<file path="src/rtl/apb_arb_pkg.sv">
// apb_arb_pkg
//   Shared types for the round-robin APB requester port.
//   - apb_state_e : bus phase of the shared APB master (IDLE/SETUP/ACCESS)
//   - APB_NOP/READ/WRITE : command encoding of the transfer currently on the bus
//   - apb_cmd()   : folds "bus active" and the direction bit into a command code
package apb_arb_pkg;

  typedef enum logic [1:0] {
    ST_IDLE   = 2'd0,
    ST_SETUP  = 2'd1,
    ST_ACCESS = 2'd2
  } apb_state_e;

  localparam logic [1:0] APB_NOP   = 2'd0;
  localparam logic [1:0] APB_READ  = 2'd1;
  localparam logic [1:0] APB_WRITE = 2'd2;

  // Command currently presented on the bus; NOP when no transfer is in flight.
  function automatic logic [1:0] apb_cmd(input logic active, input logic write);
    if (!active)   return APB_NOP;
    else if (write) return APB_WRITE;
    else            return APB_READ;
  endfunction

endpackage

</file>
<file path="src/rtl/rr_arbiter.sv">
// rr_arbiter
//   Round-robin request picker. The search starts at the rotating pointer and
//   wraps modulo NUM_REQ; the first set request bit wins. The pointer moves to
//   winner+1 only when the caller accepts the grant (grant_en_i).
// Ports
//   pclk, preset_n : clock, async active-low reset (pointer -> 0)
//   req_i          : request vector
//   grant_en_i     : caller takes the current grant this cycle
//   grant_o        : one-hot winner (combinational)
//   grant_idx_o    : winner index (combinational)
//   grant_vld_o    : at least one request is pending
module rr_arbiter #(
  parameter int NUM_REQ = 4,
  localparam int IW = (NUM_REQ > 1) ? $clog2(NUM_REQ) : 1
) (
  input  logic               pclk,
  input  logic               preset_n,
  input  logic [NUM_REQ-1:0] req_i,
  input  logic               grant_en_i,
  output logic [NUM_REQ-1:0] grant_o,
  output logic [IW-1:0]      grant_idx_o,
  output logic               grant_vld_o
);

  logic [IW-1:0] ptr_q;
  logic [IW:0]   cand;

  // Walk NUM_REQ slots starting at ptr_q; the extra bit in cand absorbs the
  // carry before the modulo wrap.
  always_comb begin
    grant_o     = '0;
    grant_idx_o = '0;
    grant_vld_o = 1'b0;
    cand        = '0;
    for (int k = 0; k < NUM_REQ; k++) begin
      cand = {1'b0, ptr_q} + (IW+1)'(k);
      if (cand >= (IW+1)'(NUM_REQ)) cand = cand - (IW+1)'(NUM_REQ);
      if (!grant_vld_o && req_i[cand[IW-1:0]]) begin
        grant_vld_o              = 1'b1;
        grant_idx_o              = cand[IW-1:0];
        grant_o[cand[IW-1:0]]    = 1'b1;
      end
    end
  end

  always_ff @(posedge pclk or negedge preset_n) begin
    if (!preset_n) begin
      ptr_q <= '0;
    end else if (grant_en_i && grant_vld_o) begin
      ptr_q <= (grant_idx_o == IW'(NUM_REQ-1)) ? '0 : grant_idx_o + 1'b1;
    end
  end

endmodule

</file>
<file path="src/rtl/apb_rr_arbiter.sv">
// apb_rr_arbiter
//   Shares one APB3 requester port among NUM_REQ local requesters. A
//   round-robin winner is picked in IDLE, its command is latched onto the bus
//   and walked through SETUP and ACCESS. ACCESS ends on pready_i or after
//   TIMEOUT cycles without it (forced completion with err_o).
// Ports
//   pclk, preset_n           : clock, async active-low reset
//   req_i / req_write_i      : per-requester request and direction
//   req_addr_i / req_wdata_i : packed per-requester address / write data
//   done_o                   : one-hot completion strobe (combinational, ACCESS only)
//   rdata_o                  : read data during a read completion, else 0
//   err_o                    : completion was forced by timeout
//   psel_o .. pwdata_o       : APB master outputs (registered)
//   prdata_i, pready_i       : APB slave responses
module apb_rr_arbiter
  import apb_arb_pkg::*;
#(
  parameter int NUM_REQ = 4,
  parameter int ADDR_W  = 32,
  parameter int DATA_W  = 32,
  parameter int TIMEOUT = 16
) (
  input  logic                      pclk,
  input  logic                      preset_n,
  input  logic [NUM_REQ-1:0]        req_i,
  input  logic [NUM_REQ-1:0]        req_write_i,
  input  logic [NUM_REQ*ADDR_W-1:0] req_addr_i,
  input  logic [NUM_REQ*DATA_W-1:0] req_wdata_i,
  output logic [NUM_REQ-1:0]        done_o,
  output logic [DATA_W-1:0]         rdata_o,
  output logic                      err_o,
  output logic                      psel_o,
  output logic                      penable_o,
  output logic [ADDR_W-1:0]         paddr_o,
  output logic                      pwrite_o,
  output logic [DATA_W-1:0]         pwdata_o,
  input  logic [DATA_W-1:0]         prdata_i,
  input  logic                      pready_i
);

  localparam int IW = (NUM_REQ > 1) ? $clog2(NUM_REQ) : 1;
  localparam int CW = (TIMEOUT > 1) ? $clog2(TIMEOUT) : 1;

  apb_state_e          state_q;
  logic [NUM_REQ-1:0]  owner_q;    // one-hot owner of the transfer in flight
  logic [CW-1:0]       to_cnt_q;   // ACCESS cycles spent without pready_i

  logic [NUM_REQ-1:0]  grant;
  logic [IW-1:0]       grant_idx;
  logic                grant_vld;
  logic                timeout;
  logic                complete;

  rr_arbiter #(.NUM_REQ(NUM_REQ)) u_rr (
    .pclk        (pclk),
    .preset_n    (preset_n),
    .req_i       (req_i),
    .grant_en_i  (state_q == ST_IDLE),
    .grant_o     (grant),
    .grant_idx_o (grant_idx),
    .grant_vld_o (grant_vld)
  );

  assign timeout  = (to_cnt_q == CW'(TIMEOUT-1));
  assign complete = (state_q == ST_ACCESS) && (pready_i || timeout);

  // Completion is decoded combinationally so the requester sees it in the
  // same cycle the slave answers; pready wins over a coincident timeout.
  assign done_o  = complete ? owner_q : '0;
  assign err_o   = complete && !pready_i;
  assign rdata_o = (complete && apb_cmd(1'b1, pwrite_o) == APB_READ) ? prdata_i : '0;

  always_ff @(posedge pclk or negedge preset_n) begin
    if (!preset_n) begin
      state_q   <= ST_IDLE;
      psel_o    <= 1'b0;
      penable_o <= 1'b0;
      paddr_o   <= '0;
      pwrite_o  <= 1'b0;
      pwdata_o  <= '0;
      owner_q   <= '0;
      to_cnt_q  <= '0;
    end else begin
      case (state_q)
        ST_IDLE: begin
          // Winner's command is captured here; later req_* changes are ignored.
          if (grant_vld) begin
            state_q  <= ST_SETUP;
            psel_o   <= 1'b1;
            paddr_o  <= req_addr_i[grant_idx*ADDR_W +: ADDR_W];
            pwrite_o <= req_write_i[grant_idx];
            pwdata_o <= req_wdata_i[grant_idx*DATA_W +: DATA_W];
            owner_q  <= grant;
          end
        end
        ST_SETUP: begin
          state_q   <= ST_ACCESS;
          penable_o <= 1'b1;
          to_cnt_q  <= '0;
        end
        ST_ACCESS: begin
          if (complete) begin
            state_q   <= ST_IDLE;
            psel_o    <= 1'b0;
            penable_o <= 1'b0;
          end else begin
            to_cnt_q  <= to_cnt_q + 1'b1;
          end
        end
        default: begin
          state_q   <= ST_IDLE;
          psel_o    <= 1'b0;
          penable_o <= 1'b0;
        end
      endcase
    end
  end

endmodule

</file>
<file path="config.mk">
export PLATFORM = sky130hd
export DESIGN_NAME = apb_rr_arbiter
export DESIGN_NICKNAME = d
export VERILOG_FILES = /design/src/rtl/apb_arb_pkg.sv /design/src/rtl/rr_arbiter.sv /design/src/rtl/apb_rr_arbiter.sv
export SDC_FILE = /design/constraint.sdc
export NUM_CORES = 1
export LEC_CHECK = 0
export ABC_AREA = 1
export BUFFER_PORTS_ARGS = -buffer_cell sky130_fd_sc_hd__buf_4
export CAP_MARGIN = 20
export CORE_AREA = 2 2 154 156
export CTS_CLUSTER_DIAMETER = 200
export DETAILED_ROUTE_END_ITERATION = 10
export DIE_AREA = 0 0 156 158
export GPL_TIMING_DRIVEN = 0
export HOLD_SLACK_MARGIN = 0.12
export SETUP_SLACK_MARGIN = 0.5
export SKIP_CTS_REPAIR_TIMING = 1
export SLEW_MARGIN = 40
export SYNTH_ARGS = -nofsm -noshare
export SYNTH_HDL_FRONTEND = slang
export SYNTH_HIERARCHICAL = 1
export SYNTH_SLANG_ARGS = --single-unit
export TNS_END_PERCENT = 50
</file>
<file path="constraint.sdc">
create_clock -name pclk -period 2.2 [get_ports pclk]
set_input_delay 0.44 -clock pclk [delete_from_list [all_inputs] [get_ports pclk]]
set_output_delay 0.44 -clock pclk [all_outputs]
set_load 0.02 [all_outputs]
</file>
# Yosys cells after proc, flatten, opt, wreduce, memory -nomap -nowiden
# Cells that the tools add are included.
dict set report totals {
  wordCells 116
  regBits 79
  in_bits 299
  output_inout_bits 104
}
dict set report classes {
  magnitude_cmp 13
  bitwise_logic 5
  shift 2
  muxes 47
  n_eq_ne 8
  n_reduce_logical 23
  n_addsub 9
}
# operator count
set op_table {}
lappend op_table {{128-bit by 8-bit variable part select with 32-bit output} 2}
lappend op_table {{32-bit two-way mux} 1}
lappend op_table {{2-bit two-way mux} 12}
lappend op_table {{4-bit two-way mux} 6}
lappend op_table {{2-bit by 3-bit < comparator with 1-bit output, second input constant} 5}
lappend op_table {{1-bit two-way mux} 15}
lappend op_table {{4-bit OR} 3}
lappend op_table {{1-bit logical AND} 11}
lappend op_table {{1-bit binary-select mux with 2-bit select} 5}
lappend op_table {{3-bit greater-or-equal comparator, second input constant} 3}
lappend op_table {{1-bit demux with 2-bit select} 4}
lappend op_table {{2-bit by 1-bit greater-or-equal comparator with 1-bit output, second input constant} 4}
lappend op_table {{4-bit case mux with 2 select lines} 1}
lappend op_table {{2-bit AND reduction} 4}
lappend op_table {{2-bit by 1-bit subtractor with 2-bit output, second input constant} 4}
lappend op_table {{2-bit by 2-bit adder with 3-bit output, second input constant} 2}
lappend op_table {{2-bit != test, second input constant} 3}
lappend op_table {{1-bit case mux with 3 select lines} 2}
lappend op_table {{2-bit case mux with 3 select lines} 1}
lappend op_table {{4-bit by 1-bit adder with 4-bit output, second input constant} 1}
lappend op_table {{2-bit by 1-bit equality test with 1-bit output, second input constant} 2}
lappend op_table {{2-bit equality test, second input constant} 2}
lappend op_table {{4-bit equality test, second input constant} 1}
lappend op_table {{1-bit logical NOT} 4}
lappend op_table {{other kinds (8)} 9}

# Depth between registers and ports, before layout
# Gate-level depths: netlist of the first run.
dict set report logic_depth {
  depth_word 16
  depth_mapped 18
}

# Hierarchy
# The synthesis of the first run kept the hierarchy.
# module cells_per_inst instances area_per_inst_um2 seq_area_each_um2
set modules_own_cells {}
lappend modules_own_cells {apb_rr_arbiter 1170 1 6486.2 1926.8}
lappend modules_own_cells {rr_arbiter 87 1 589.3 50.0}

# Least setup slack after synthesis of the first run
# No wires, ideal clock.
dict set report synth_timing {
  path_kind {register -> register}
  start {register (tool-made name)}
  end {register pwdata_o[15]}
  stages_incl_launch_ff 18
  setup_slack_ns -0.167
  arrival_ns 2.251
  setup_time_ns 0.117
  period_less_slack_ns 2.367
  required_ns 2.083
  cell_sequence {dfrtp_1 > inv_4 > ha_1 > inv_1 > nand3_2 > nand2_4 > inv_2 > nor2_8 > nand4_2 > nand2_2 > buf_4 > buf_6 > buf_2 > nand2_1 > nand3_1 > nand2_1 > nand2_1 > nand2_1}
}
# element line_no
set synth_rtl {}
lappend synth_rtl {{end signal, assigned} apb_rr_arbiter.sv:92} ;# pwdata_o <= req_wdata_i[grant_idx*DATA_W +: DATA_W];
lappend synth_rtl {{end, declared} apb_rr_arbiter.sv:36} ;# output logic [DATA_W-1:0] pwdata_o,

==> results.tsv, run 1 <==
metric	value	unit
ir_drop	0.877	mV
fin_crit_sh	1.11	
reg2reg_slack	-240	ps
slowest_stage	dfrtp_2	
max_stage_delay	480	ps
seq_area	0.00198	mm^2
synthArstFlopShare	1.00	
place_inst	1949	
dieArea	0.0246	mm^2
grt_pass1_vias	7930	
ant_nets	0	
timing.max_slew.rel_slack	0.542	
cts_sinks	79	
multi_input_area	0.00412	mm^2
cp_data_required_time	2440	ps
slew_viol_final	0	
area_delta_synth_final	72.4	%
final_hold_viol_count	0	
layout_common_cells	nand2_1 (487), buf_4 (425), inv_1 (312)	
fin_skew	9.39	ps
hold_class	in -> async	
power.leakage	0.00768	uW
fin_area	0.0122	mm^2
crit_fanout	10	
pin_count	403	
p_per_area	2060	mW/mm^2
grt_max_degree	80	
final_nets	2005	
crit_type	reg -> reg	
grt_pass1_wl	40800	um
crit_arrival	2670	ps
wl	29000	um
period_minus_slack	2440	ps
layout.cells.non_filler	1994	
clkTransAtPathRegs	70	ps
reg2regPathDepth	16	
synth-edff-count	0	
ys.flop_type	dfrtp_1	
die_y	158	um
crit_family	simple AND/OR/NAND/NOR gates	
ys_ff_latch	79	
syn-instance-count	1257	
drc	0	
rsz0062_at_grt	true	
grt_overflow	0	
die_w	156	um
cap_violations	0	
path_cells	clkinv_4 -> ha_4 -> nand3_4 -> nand2_8 -> inv_6 -> nor2_8 -> nand4_4 -> nand2_4 -> buf_12 -> clkbuf_16 -> buf_6 -> nand2_1 -> nand3_2 -> nand2_1 -> nand2_1 -> nand2_1	
antenna_found_initial	0	
final_common_cell	nand2_1	
num_antenna_cells	0	
crit_buf_inv	5	
violations	setup timing	
dp_hpwl	21500	um
tritoncts	built	
portBuffers	402	
clockRootBuffer	clkbuf_16	
ys_warn_count	6	
synthesis.area_per_instance	5.63	um^2
start_kind	flip-flop	
vias	8776	
syn_nets	1563	
core_area	0.0231	mm^2
cts_inserted_buffers	9	
drt_iter0_drc	496	
nFillCells	2355	
htreeDepth	3	
power	25100	uW
end_kind	flip-flop	
cpMostUsedCell	nand2_1	
routed_via_density	4.40	
cts.path.max_buffers	2	
layout-drive-gt1-share	0.412	
initial_core_util	0.307	
synth.distinct_cells	29	
postPlaceCellArea	0.0106	mm^2
worst_slack	-237	ps
worstReg2RegEnd	pwdata_o[3]$_DFFE_PN0P_	
place_congestion	0.897	
tightest_slew	687	ps
routedWlPerCell	14.5	um
status	complete, but fails checks	
drt-pass1-iter-count	4	
rows	56	
setup_viol	76	
fmax	410	MHz
globalRouteTotalUtil	0.210	
syn_area	0.00708	mm^2
clock_latency	350	ps
ys_seq_area_frac	0.279	
## flip-flops by register name, indices dropped and copies added, names as in the netlist, named ones only
name	cells
penable_o	1
owner_q	4
state_q	2
paddr_o	32
u_rr/ptr_q	1
pwrite_o	1
pwdata_o	32
to_cnt_q	4
psel_o	1
## how the worst max path moves through the flow
stage | from | to | depth (start not counted)
after floorplan | flip-flop | pwdata_o[29]$_DFFE_PN0P_ | 17
after global placement | flip-flop | pwdata_o[18]$_DFFE_PN0P_ | 15
after detailed placement | flip-flop | pwdata_o[18]$_DFFE_PN0P_ | 15
after CTS | flip-flop | paddr_o[22]$_DFFE_PN0P_ | 15
after global routing | flip-flop | pwdata_o[8]$_DFFE_PN0P_ | 16
final | flip-flop | pwdata_o[3]$_DFFE_PN0P_ | 16
## where the power goes
part / internal [uW] / leakage, uW / switching, uW
clock network: 1020 / 0.000162 / 697
registers: 2250 / 0.000976 / 457
logic: 9080 / 0.00655 / 11600
## cells by family after synthesis
family	after synthesis	share of synthesized area
DFF	79	0.279
and+or+nand+nor	771	0.464
adders and majority gates	7	0.0124
buffers and inverters	382	0.227
xor gates and xnor gates	1	0.00124
AOI/OAI and AO/OA	17	0.0161
## cell type report
cell class,count,area share
timing repair buffer,431,0.285
clock inverter,7,0.00903
buffer,61,0.0563
tap,290,0.0297
sequential,79,0.162
inverter,321,0.101
multi-input combinational,796,0.338
clock buffer,9,0.0185
## Yosys cell counts, types with 3 or more instances
| cell type | number | area share |
|---|---|---|
| a22oi_1 | 4 | 0.0042 |
| nor2_2 | 23 | 0.020 |
| nand3_1 | 142 | 0.10 |
| o221ai_1 | 4 | 0.0050 |
| clkbuf_1 | 3 | 0.0016 |
| nand2_2 | 9 | 0.0080 |
| inv_1 | 314 | 0.17 |
| buf_2 | 35 | 0.025 |
| nand2_1 | 562 | 0.30 |
| inv_2 | 5 | 0.0027 |
| buf_4 | 12 | 0.013 |
| nor2_1 | 18 | 0.0095 |
| nand3_2 | 7 | 0.0099 |
| a21oi_1 | 3 | 0.0021 |
| o21ai_0 | 4 | 0.0028 |
| dfrtp_1 | 79 | 0.28 |
| buf_6 | 11 | 0.018 |
| ha_1 | 7 | 0.012 |
## through the flow
step | util | setup WS (ps) | hold WS [ps] | TNS (ps)
detailed placement | 0.460 | -395 | 466 | -22360
CTS | 0.474 | -428 | 173 | -24840
global placement | 0.460 | -396 | 460 | -21740
floorplan | - | 62.3 | 144 | 0
finish | 0.529 | -237 | 111 | -11750
global route | 0.529 | -358 | 163 | -24110
## metal layers
metal | global-route usage | vias up | part of all wire
li1 | - | 4497 | -
met1 | 0.274 | 3976 | 0.43
met2 | 0.358 | 277 | 0.49
met3 | 0.0405 | 26 | 0.061
met4 | 0.0520 | 0 | 0.014
met5 | 0 | - | 0
Note: power is estimated with default switching activity, not from simulation.
==> run 2, diff against run 1 <==
--- a/config.mk
+++ b/config.mk
@@ -14,6 +14,7 @@
 export DIE_AREA = 0 0 156 158
 export GPL_TIMING_DRIVEN = 0
 export HOLD_SLACK_MARGIN = 0.12
+export REMOVE_ABC_BUFFERS = 1
 export SETUP_SLACK_MARGIN = 0.5
 export SKIP_CTS_REPAIR_TIMING = 1
 export SLEW_MARGIN = 40
==> run 2 against run 1 <==
  * Highest routed layer unchanged
  * Hold slack improved by 18 ps
  * Die area did not move
  * Non-clock buffer count fell by 33
  * Largest cell class is now multi-input gates
  * Critical endpoint is now paddr_o[8]$_DFFE_PN0P_
  * The flow still finishes with violations (setup timing)
  * Register-to-register slack improved by 30 ps
  * Wire length rose by 16%
  * Critical path type unchanged
  * Clock skew fell by 2.5 ps
  * Final area fell by 2.2%
  * Core utilization fell by 1.2 points
==> results.tsv, run 2 (same netlist as run 1, synthesis figures left out) <==
metric	value	unit	change
die_w	156	um	unchanged
p_per_area	2140	mW/mm^2	+3.9%
power	25500	uW	+1.6%
antenna_found_initial	0		unchanged
comb_power_share	0.827		+0.003
cpMostUsedCell	nand2_1		
htreeDepth	3		unchanged
routed_via_density	4.52		+2.7%
ir_drop	0.865	mV	-1.4%
clock_latency	340	ps	about the same
grtUsageMet2	0.365		+0.00674
initial_core_util	0.307		unchanged
layout-drive-gt1-share	0.368		-0.0444
slowest_stage	dfrtp_2		
cts.path.max_buffers	2		unchanged
layout.cells.non_filler	1974		-1.0%
busiest_layer	met2		
drt-pass1-iter-count	5		+1
vias	8923		+1.7%
drc	0		unchanged
clockRootBuffer	clkbuf_16		
grt_pass1_vias	7430		-6.3%
crit_fanout	21		+11
fin_skew	6.91	ps	-2.48 ps
layout_common_cells	nand2_1 (520), buf_4 (427), inv_1 (311)		
dieArea	0.0246	mm^2	unchanged
status	complete, but fails checks		
start_kind	flip-flop		
rsz0062_at_grt	true		
grt_max_degree	88		+10%
hold_class	in -> async		
portBuffers	402		unchanged
clkTransAtPathRegs	70	ps	about the same
intPower	11400	uW	-7.6%
cap_violations	0		unchanged
cp_data_required_time	2430	ps	about the same
crit_arrival	2630	ps	-40 ps
end_kind	flip-flop		
pin_count	403		unchanged
final_core_util	0.518		-0.0117
reg_top3	paddr_o (32), pwdata_o (32)		
power_switching	14100	uW	+11%
worst_slack	-204	ps	+32.8 ps
slew_viol_final	0		unchanged
tritoncts	built		
wl	33600	um	+16%
multi_input_area	0.00407	mm^2	-1.1%
grt_pass1_wl	37900	um	-7.0%
grtUsageMet1	0.216		-0.0589
fmax	416	MHz	+1.4%
nFillCells	2380		+1.1%
timing.max_slew.rel_slack	0.544		+0.00231
num_antenna_cells	0		unchanged
fin_crit_sh	1.09		-0.0149
globalRouteTotalUtil	0.194		-0.0158
cts_sinks	79		unchanged
max_stage_delay	470	ps	about the same
area_delta_synth_final	68.6	%	
place_inst	1892		-2.9%
seq_area	0.00198	mm^2	unchanged
violations	setup timing		
power.leakage	0.00752	uW	-2.1%
crit_type	reg -> reg		
rows	56		unchanged
drt_iter0_drc	464		-6.5%
switching_share	0.553		+0.0445
clkPwrFrac	0.066		-0.002
holdWs	129	ps	+17.8 ps
period_minus_slack	2400	ps	-32.8 ps
core_area	0.0231	mm^2	unchanged
final_nets	1985		-1.0%
grt.met3_usage	0.0528		+0.0123
tightest_slew	683	ps	-3.47 ps
final_common_cell	nand2_1		
cts_inserted_buffers	9		unchanged
final_hold_viol_count	0		unchanged
place_congestion	0.805		-10%
seq_power_share	0.107		about the same
path_cells	inv_4 -> ha_4 -> inv_4 -> nand3_4 -> nand2_4 -> inv_4 -> nor2_8 -> nand4_4 -> nand2_8 -> clkbuf_16 -> buf_12 -> nand2_1 -> nand3_1 -> nand2_1 -> nand2_1 -> nand2_1		
ant_nets	0		unchanged
grt_overflow	0		unchanged
setup_viol	97		+28%
die_y	158	um	unchanged
dp_hpwl	18200	um	-15%
routedWlPerCell	17.0	um	+17%
==> run 2: cell count changes in the layout (fill, tap and decap cells not counted), moves of 4 or more <==
cell,change
nand2_1,+33
nand3_4,+4
nand3_2,-33
nand3_1,+29
nand2_8,+6
buf_6,-12
buf_8,-10
nand2_2,-33
buf_2,-4
clkbuf_4,-8
==> run 2: final timing paths <==
check / start / cells after the start / slack (ps) / to
worst max register to register: u_rr/ptr_q[1]$_DFFE_PN0P_ / 16 / -200 / paddr_o[8]$_DFFE_PN0P_
min in group pclk: req_addr_i[60] / 7 / 470 / paddr_o[28]$_DFFE_PN0P_
worst max-delay path: u_rr/ptr_q[1]$_DFFE_PN0P_ / 16 / -200 / paddr_o[8]$_DFFE_PN0P_
worst min-delay path: preset_n / 1 / 130 / pwdata_o[2]$_DFFE_PN0P_
max in group asynchronous: preset_n / 1 / 1550 / asynchronous set/reset pin
worst min register to register: pwdata_o[15]$_DFFE_PN0P_ / 2 / 480 / pwdata_o[15]$_DFFE_PN0P_
==> run 2: stage by stage <==
step,area (um^2),TNS [ps],worst slack (ps)
after floorplan,6680,-143440,-2140
after global placement,10100,-285750,-4340
after detailed placement,10200,-63500,-1080
after CTS,10500,-71460,-1090
after global routing,11900,-23120,-337
final,11900,-11410,-204
==> run 2: layout make-up <==
type                            instances  share of cell area
Timing Repair inverter                  4             0.00399
Timing Repair Buffer                  459               0.323
Tap cell                              290              0.0304
Clock inverter                          3             0.00545
Multi-Input combinational cell        805               0.341
Sequential cell                        79               0.166
Inverter                              321               0.108
Clock buffer                           13              0.0218
==> run 2: critical path, delay by kind of cell, from the launching register on <==
family | cells | cell delay [ps]
buffers and inverters | 5 | 620
adder cells (fa/ha/maj) | 1 | 230
flip-flops | 1 | 470
AND/OR/NAND/NOR | 10 | 950
==> run 2: per-layer routing <==
layer / share of wire / wire [um]
met4: 0.026 / 869
met3: 0.081 / 2730
met2: 0.49 / 16400
met5: 0 / 0
met1: 0.40 / 13500
==> run 2: power groups by stage <==
stage	Combinational, uW	Sequential, uW	Clock [uW]
after CTS	13700	2720	1720
after global placement	9310	2670	0
after floorplan	6840	3380	0
after detailed placement	13700	2720	0
final	21100	2730	1680
after global routing	22700	2820	1780
==> run 3, diff against run 2 <==
--- a/config.mk
+++ b/config.mk
@@ -9,17 +9,16 @@
 export BUFFER_PORTS_ARGS = -buffer_cell sky130_fd_sc_hd__buf_4
 export CAP_MARGIN = 20
 export CORE_AREA = 2 2 154 156
+export CTS_BUF_LIST = sky130_fd_sc_hd__clkbuf_16
 export CTS_CLUSTER_DIAMETER = 200
 export DETAILED_ROUTE_END_ITERATION = 10
 export DIE_AREA = 0 0 156 158
 export GPL_TIMING_DRIVEN = 0
 export HOLD_SLACK_MARGIN = 0.12
 export REMOVE_ABC_BUFFERS = 1
-export SETUP_SLACK_MARGIN = 0.5
 export SKIP_CTS_REPAIR_TIMING = 1
 export SLEW_MARGIN = 40
 export SYNTH_ARGS = -nofsm -noshare
 export SYNTH_HDL_FRONTEND = slang
-export SYNTH_HIERARCHICAL = 1
 export SYNTH_SLANG_ARGS = --single-unit
 export TNS_END_PERCENT = 50
==> run 3 against run 2 <==
  * The flow still finishes with violations (setup timing)
  * Critical path depth decreased by 1
  * Die area unchanged
  * Worst setup slack got worse by 48 ps
  * Maximum frequency decreased by 1.9%
==> results.tsv, run 3 <==
metric	value	unit	change
clkTransAtPathRegs	70	ps	about the same
fin_area	0.0130	mm^2	+8.6%
layout-drive-gt1-share	0.391		+0.0236
setup_viol	94		-3.1%
ys_seq_area_frac	0.279		-0.000444
place_ws	-1260	ps	-187 ps
grtUsageMet2	0.372		+0.00716
portBuffers	402		unchanged
grt.met3_usage	0.0495		-0.00328
routed_via_density	4.80		+6.2%
fin_skew	10.4	ps	+3.48 ps
crit_type	reg -> reg		
cts_sinks	79		unchanged
area_delta_synth_final	82.8	%	
grt_pass1_vias	8014		+7.9%
core_area	0.0231	mm^2	unchanged
hold_class	in -> async		
place_congestion	0.816		+1.3%
dp_hpwl	19200	um	+5.2%
grt_max_degree	88		unchanged
final_hold_viol_count	0		unchanged
ys_top_cells_by_area	dfrtp_1 (28%), nand2_1 (23%), nand3_1 (20%)		
tightest_slew	787	ps	+104 ps
drt-pass1-iter-count	7		+2
synthMostInstantiatedCell	nand2_1		
grt_overflow	0		unchanged
nFillCells	2249		-5.5%
cap_violations	0		unchanged
pin_count	403		unchanged
timing.max_slew.rel_slack	0.473		-0.0713
dieArea	0.0246	mm^2	unchanged
crit_arrival	2730	ps	+100 ps
cts.path.max_buffers	2		unchanged
layout.cells.non_filler	2013		+2.0%
synthesis.area_per_instance	5.62	um^2	-0.24%
drc	0		unchanged
grtUsageMet1	0.235		+0.0195
synthArstFlopShare	1.00		unchanged
start_kind	flip-flop		
clockRootBuffer	clkbuf_16		
crit_fanout	8		-62%
synth_area_leader_cell	dfrtp_1		
cp_data_required_time	2480	ps	+50 ps
ys_warn_count	0		-6
die_y	158	um	unchanged
fin_crit_sh	1.11		+0.0217
tritoncts	built		
initial_core_util	0.307		+0.000489
grt_pass1_wl	40200	um	+6.1%
vias	9667		+8.3%
layout_common_cells	buf_4 (435), nand2_1 (381), inv_1 (306)		
wl	36400	um	+8.3%
worst_slack	-252	ps	-47.7 ps
status	complete, but fails checks		
busiest_layer	met2		
postPlaceCellArea	0.0104	mm^2	+2.2%
rows	56		unchanged
ys_ff_latch	79		unchanged
synth.distinct_cells	33		+14%
ant_nets	0		unchanged
slew_viol_final	0		unchanged
rsz0062_at_grt	true		
globalRouteTotalUtil	0.205		+0.0110
end_kind	flip-flop		
syn-instance-count	1262		+0.40%
htreeDepth	3		unchanged
final_common_cell	buf_4		
fmax	408	MHz	-1.9%
yosysTopAreaCellShare	0.279		-0.0192
violations	setup timing		
final_core_util	0.562		+0.0443
synthTopCellsByCount	nand2_1 (425), inv_1 (306), nand3_1 (279)		
period_minus_slack	2450	ps	+47.7 ps
die_w	156	um	unchanged
drt_iter0_drc	530		+14%
antenna_found_initial	0		unchanged
ys.flop_type	dfrtp_1		
reg_top3	paddr_o (32), pwdata_o (32)		
final_nets	2023		+1.9%
routedWlPerCell	18.1	um	+6.2%
syn_area	0.00709	mm^2	+0.16%
cts_inserted_buffers	9		unchanged
place_inst	1893		+0.053%
synth-edff-count	0		unchanged
clock_latency	340	ps	about the same
num_antenna_cells	0		unchanged
[run 3: cell families (layout without fill, tap and decap cells)]
| logic type | Yosys count | in the layout | share of synthesized area |
|---|---|---|---|
| xor gates and xnor gates | 2 | 2 | 0.00247 |
| adders and majority gates | 6 | 6 | 0.0106 |
| AOI/OAI and AO/OA | 22 | 22 | 0.0191 |
| and+or+nand+nor | 768 | 778 | 0.470 |
| buffers and inverters | 385 | 836 | 0.219 |
| DFF | 79 | 79 | 0.279 |
[run 3: path summary, 6_finish.rpt]
check / start / endpoint / slack, ps / cells past startpoint
worst max register to register: u_rr.ptr_q[0]$_DFFE_PN0P_ / paddr_o[23]$_DFFE_PN0P_ / -250 / 15
worst max-delay path: u_rr.ptr_q[0]$_DFFE_PN0P_ / paddr_o[23]$_DFFE_PN0P_ / -250 / 15
worst min register to register: pwdata_o[16]$_DFFE_PN0P_ / pwdata_o[16]$_DFFE_PN0P_ / 480 / 2
worst min-delay path: preset_n / pwdata_o[15]$_DFFE_PN0P_ / 120 / 1
max in group asynchronous: preset_n / u_rr.ptr_q[1]$_DFFE_PN0P_ / 1540 / 1
min in group pclk: pwdata_o[16]$_DFFE_PN0P_ / pwdata_o[16]$_DFFE_PN0P_ / 480 / 2
[run 3: through the flow]
| stage | setup TNS, ps | hold WS [ps] |
|---|---|---|
| floorplan | -183090 | 144 |
| finish | -10680 | 123 |
| global placement | -388620 | 463 |
| global route | -22330 | 187 |
| CTS | -95760 | 177 |
| detailed placement | -83340 | 466 |
[run 3: worst max-delay path, cell delays in order, from the launching register on]
cell,delay (ps)
dfrtp_2,450
clkinv_4,120
ha_4,340
nand3_2,90
nand2_2,110
nand3_2,100
nor2_4,230
nand2_2,100
o21ai_4,90
buf_12,150
buf_16,140
clkbuf_16,170
nand3_1,100
nand2_1,80
nand2_1,50
nand2_1,50
[run 3: metal layers]
layer,vias to the layer above,share of wire
met5,-,0
met4,0,0.033
met3,69,0.083
met2,474,0.49
met1,4449,0.40
li1,4675,-
[run 3: final cells by class]
| cell class | count | area (um^2) | share of cell area |
|---|---|---|---|
| multi-input cells | 808 | 4320 | 0.333 |
| flip-flops and latches | 79 | 1980 | 0.153 |
| repair inverters | 4 | 53.8 | 0.00415 |
| clock inverters | 7 | 65.1 | 0.00502 |
| inverters | 310 | 1200 | 0.0926 |
| repair buffers | 506 | 4750 | 0.367 |
| well taps | 290 | 363 | 0.0280 |
| clock buffers | 9 | 225 | 0.0174 |
Power of run 3 is left out: the tool's default activity adds up to more than one toggle a clock period on the data nets, which glitch-free logic cannot reach.
